<file path="config.mk">
export PLATFORM = sky130hd
export DESIGN_NAME = nes_bus_arb
export DESIGN_NICKNAME = d
export VERILOG_FILES = /design/src/rtl/nes_bus_arb.sv
export SDC_FILE = /design/constraint.sdc
export NUM_CORES = 1
export LEC_CHECK = 0
export CAP_MARGIN = 20
export CORE_UTILIZATION = 19
export DETAILED_ROUTE_END_ITERATION = 8
export MAX_ROUTING_LAYER = met4
export PLACE_DENSITY = 0.88
export SYNTH_ARGS = -nofsm -noshare
export SYNTH_HDL_FRONTEND = slang
export SYNTH_SLANG_ARGS = --single-unit
</file>
<file path="constraint.sdc">
create_clock -name clk_in -period 1.7 [get_ports clk_in]
set_clock_uncertainty 0.2 [all_clocks]
set_input_delay 0.34 -clock clk_in [delete_from_list [all_inputs] [get_ports clk_in]]
set_output_delay 0.34 -clock clk_in [all_outputs]
set_load 0.05 [all_outputs]
</file>
<file path="src/rtl/nes_bus_arb.sv">
// nes_bus_arb: N-master to single-slave bus arbiter with fixed or round-robin priority,
// preemption, a drain phase and read-return routing through an issuer tag pipeline.
module nes_bus_arb #(
    parameter int NUM_MASTERS = 2,
    parameter int ADDR_W      = 16,
    parameter int DATA_W      = 8,
    parameter int RD_LAT      = 1,
    parameter int RR_MODE     = 0,
    parameter logic [NUM_MASTERS-1:0] PREEMPT_MASK = NUM_MASTERS'(2'b10)
) (
    input  logic                          clk_in,
    input  logic                          nres_in,
    input  logic [NUM_MASTERS-1:0]        m_req_in,
    input  logic [NUM_MASTERS*ADDR_W-1:0] m_a_in,
    input  logic [NUM_MASTERS-1:0]        m_r_nw_in,
    input  logic [NUM_MASTERS*DATA_W-1:0] m_d_in,
    output logic [NUM_MASTERS-1:0]        m_gnt_out,
    output logic [NUM_MASTERS-1:0]        m_dvalid_out,
    output logic [DATA_W-1:0]             m_d_out,
    output logic                          s_en_out,
    output logic [ADDR_W-1:0]             s_a_out,
    output logic                          s_r_nw_out,
    output logic [DATA_W-1:0]             s_d_out,
    input  logic [DATA_W-1:0]             s_d_in,
    output logic                          busy_out
);
    localparam int IW = NUM_MASTERS > 1 ? $clog2(NUM_MASTERS) : 1;

    typedef enum logic [1:0] {IDLE, OWN, DRAIN} state_t;

    state_t                 r_state, w_state_nxt;
    logic [NUM_MASTERS-1:0] r_gnt, w_gnt_nxt;
    logic [IW-1:0]          r_own, w_own_nxt, r_last, w_last_nxt, w_win;
    logic [1:0]             r_cnt, w_cnt_nxt;
    logic [NUM_MASTERS-1:0] r_dv, w_tag, w_ret;
    logic [DATA_W-1:0]      r_dout;
    logic                   w_own_req, w_preempt, w_beat;

    // Candidate examined k-th; the loop runs backwards so the first candidate wins.
    function automatic int pick(input int k, input int last);
        return RR_MODE != 0 ? (last + 1 + k) % NUM_MASTERS : NUM_MASTERS - 1 - k;
    endfunction

    always_comb begin
        w_win = '0;
        for (int k = NUM_MASTERS - 1; k >= 0; k--)
            if (m_req_in[IW'(pick(k, int'(r_last)))]) w_win = IW'(pick(k, int'(r_last)));
    end

    assign w_own_req = |(r_gnt & m_req_in);
    assign w_preempt = |(m_req_in & PREEMPT_MASK & ~r_gnt);
    assign w_beat    = (r_state == OWN) && w_own_req;

    always_comb begin
        w_state_nxt = r_state;
        w_gnt_nxt   = r_gnt;
        w_own_nxt   = r_own;
        w_last_nxt  = r_last;
        w_cnt_nxt   = r_cnt;
        case (r_state)
            IDLE: if (|m_req_in) begin
                w_state_nxt = OWN;
                w_gnt_nxt   = NUM_MASTERS'(1) << w_win;
                w_own_nxt   = w_win;
            end
            OWN: if (!w_own_req || w_preempt) begin
                w_state_nxt = RD_LAT == 0 ? IDLE : DRAIN;
                w_gnt_nxt   = '0;
                w_last_nxt  = r_own;
                w_cnt_nxt   = 2'(RD_LAT - 1);
            end
            DRAIN: if (r_cnt == 2'd0) w_state_nxt = IDLE; else w_cnt_nxt = r_cnt - 2'd1;
            default: w_state_nxt = IDLE;
        endcase
    end

    always_ff @(posedge clk_in) begin
        if (!nres_in) begin
            r_state <= IDLE;
            r_gnt   <= '0;
            r_own   <= '0;
            r_last  <= IW'(NUM_MASTERS - 1);
            r_cnt   <= '0;
        end else begin
            r_state <= w_state_nxt;
            r_gnt   <= w_gnt_nxt;
            r_own   <= w_own_nxt;
            r_last  <= w_last_nxt;
            r_cnt   <= w_cnt_nxt;
        end
    end

    assign s_en_out   = w_beat;
    assign s_a_out    = w_beat ? m_a_in[r_own*ADDR_W +: ADDR_W] : '0;
    assign s_r_nw_out = w_beat ? m_r_nw_in[r_own] : 1'b1;
    assign s_d_out    = w_beat ? m_d_in[r_own*DATA_W +: DATA_W] : '0;
    assign busy_out   = r_state != IDLE;
    assign m_gnt_out  = r_gnt;

    // Issuer tag travels with each read so returns stay routed after the grant moves on.
    assign w_tag = (w_beat && m_r_nw_in[r_own]) ? r_gnt : '0;

    generate
        if (RD_LAT == 0) begin : g_direct
            assign w_ret = w_tag;
        end else begin : g_pipe
            logic [NUM_MASTERS-1:0] r_tag [RD_LAT];
            always_ff @(posedge clk_in) begin
                if (!nres_in) begin
                    r_tag <= '{default: '0};
                end else begin
                    r_tag[0] <= w_tag;
                    for (int i = 1; i < RD_LAT; i++) r_tag[i] <= r_tag[i-1];
                end
            end
            assign w_ret = r_tag[RD_LAT-1];
        end
    endgenerate

    always_ff @(posedge clk_in) begin
        if (!nres_in) begin
            r_dv   <= '0;
            r_dout <= '0;
        end else begin
            r_dv <= w_ret;
            if (|w_ret) r_dout <= s_d_in;
        end
    end

    assign m_dvalid_out = r_dv;
    assign m_d_out      = r_dout;
endmodule

</file>
==> results of run 1 <==
==> layout by cell type, fill, tap and decap left out <==
cell             count
nor2b_1              1
o31a_1               2
clkbuf_4             3
or2_1                1
nor2_1               1
o21a_1               1
ha_1                 1
inv_1                2
nor3b_1              4
clkdlybuf4s50_1      3
buf_12               1
dfxtp_1              4
o211a_1              2
conb_1              38
nor4b_1              2
==> worst min path at each step <==
stage               start          to  slack, ns  cells after the start
3_5_place_dp   r_state[1]  r_state[1]       0.43                      2
2_1_floorplan     nres_in  r_state[1]       0.26                      1
4_1_cts        r_state[1]  r_state[1]       0.44                      2
3_3_place_gp   r_state[1]  r_state[1]       0.41                      2
5_1_grt          r_cnt[1]    r_cnt[1]       0.49                      2
6_report         r_cnt[1]    r_cnt[1]       0.44                      2
==> state kept, by name, indices dropped and copies added (netlist names) <==
signal / cells
r_cnt: 2
r_state: 2
==> kinds of logic (layout without fill, tap and decap cells) <==
logic type / Yosys count / count (layout) / synth area share [%]
buffers and inverters: 41 / 9 / 59.3
and+or+nand+nor: 9 / 9 / 12.4
AOI/OAI and AO/OA: 5 / 5 / 8.78
DFF: 4 / 4 / 15.6
other: 2 / 38 / 1.46
adders and majority gates: 1 / 1 / 2.44
==> stage by stage <==
stage	hold slack (ns)	cell area (um2)
global placement	0.409	439
floorplan	0.258	648
global route	0.494	462
finish	0.436	462
CTS	0.442	462
detailed placement	0.433	439
==> layout make-up <==
cell class	instances	area [um2]	share of cell area, %
Timing Repair Buffer	4	50.0	10.8
Multi-Input combinational cell	53	264	57.2
Inverter	2	7.51	1.63
Clock buffer	3	22.5	4.88
Tap cell	30	37.5	8.13
Sequential cell	4	80.1	17.3
==> layer usage <==
metal  track usage [%]  part of all wire [%]  up-vias  wire [um]
li1                  -                     -      132          -
met1              3.14                    37      115        176
met2              5.56                    42       34        200
met3             0.847                    15        4         70
met4              6.58                   5.7        0         27
met5                 -                     0        -          0
==> report_power, final <==
group	internal, mW	leakage (nW)	switching [mW]
Combinational	0.0223	0.194	0.200
Clock	0.0791	0.0138	0.0408
Sequential	0.0980	0.0326	0.00710
Total	0.199	0.241	0.248
==> critical path, delay by kind of cell, from the launching register on <==
kind	cells	cell delay, ns
buffers and inverters	1	0.16
AND/OR/NAND/NOR	1	0.30
flip-flops	1	0.36
==> metrics.txt, run 1 <==
Initial Utilization 20.3%; ys async rst share 0%; GPL Wtd Cong 0.670; clk buf depth 2; R2R depth 4; vias in the first global route 164; die area 0.00291 mm2; crit path capture busy_out; number of iterations in the first detailed-routing pass 3; Worst Setup Start Kind flop; Die Span X 54.0 um; r2r startpoint r_cnt[0]; crit path launch r_state[1]; setup TNS 0 ns; Final ANT Viol Nets 0; Crit path largest cell delay 0.36 ns; RSZ-0062 raised after global routing false; Post-Place Cells 93; crit path cell chain or2_1 > buf_12; Post-synth top flop dfxtp_1; Yosys top cell by area buf_4; layout cell share with drive strength beyond 1 6.06%; CTS Buf Count 3; Worst R2R End r_cnt[0]; Finished Core Util 18.3%; Placement Rows 18; fmax 625 MHz; core area 0.00252 mm2; Max FO, Critical Path 9; Non-Filler Instances 96; initial drt markers 3; nets 131; total number of vias 285; final setup violation count 0; peak supply drop 0.395 mV; register area share after synthesis 15.6%; fin. max-slew vios 0; final worst path period need 1.60 ns; cell with the most instances after synthesis buf_4; CTS tree done; Remaining Overflow, GRT 0; area grow syn2layout -10.0%; Leak 0.241 nW; Setup Fix Bufs, Post-CTS 0; Hold Fails Final Rpt 0; Fill cells 288; r2r setup slk 0.23 ns; outcome completed; antenna violations before repair 0; Antenna diodes 0; first-pass GRT wire length 683 um; CTS root buf clkbuf_4; Post-Syn Area per Cell 8.27 um2; Clock Latency Late Sink 0.23 ns; Vias per Instance 2.97; Routed WL 474 um; H-tree depth 1; Setup CP Type flop to primary output; GRT Util Overall 3.82%; Setup WS post-layout 0.0997 ns; largest net degree at the start of global routing 10; Die H 54.0 um; max-cap viol count 0; pre-CTS WS 0.230 ns; post-synth cell types 14; Tcrit/Tclk final 94.1%; Synth area leaders buf_4, dfxtp_1, nor3b_1; CP arrival 1.06 ns; Mapped Area 513 um2; Top Ports 101; # resized after CTS 0; Post-synth EDFFs 0; share of the synthesized area in the top cell type 55.6%; Worst EP required 1.16 ns; most frequent cells after synthesis buf_4, dfxtp_1, nor3b_1; CTS hold repair buffers 0; Crit-path slowest cell dfxtp_1; Tot Pwr 0.447 mW; Clk pin slew, worst setup/hold paths 0.04 ns; #FFs+latches synth 4; Mapped Cells 62; CP endpoint kind primary output; Power Density 969 mW/mm2; DR WL/cell 4.94 um; min-delay worst type flop to flop; Yosys Warn Count 0; Clock Sinks 4; DRC viols 0; Buffers on Ports 4
No activity file was read; power rests on OpenSTA's default activity.
==> run 2, diff against run 1 <==
Settings changed: SLEW_MARGIN set to 0.
==> results of run 2 <==
Final layout, timing and power as in run 1 (identical DEF).
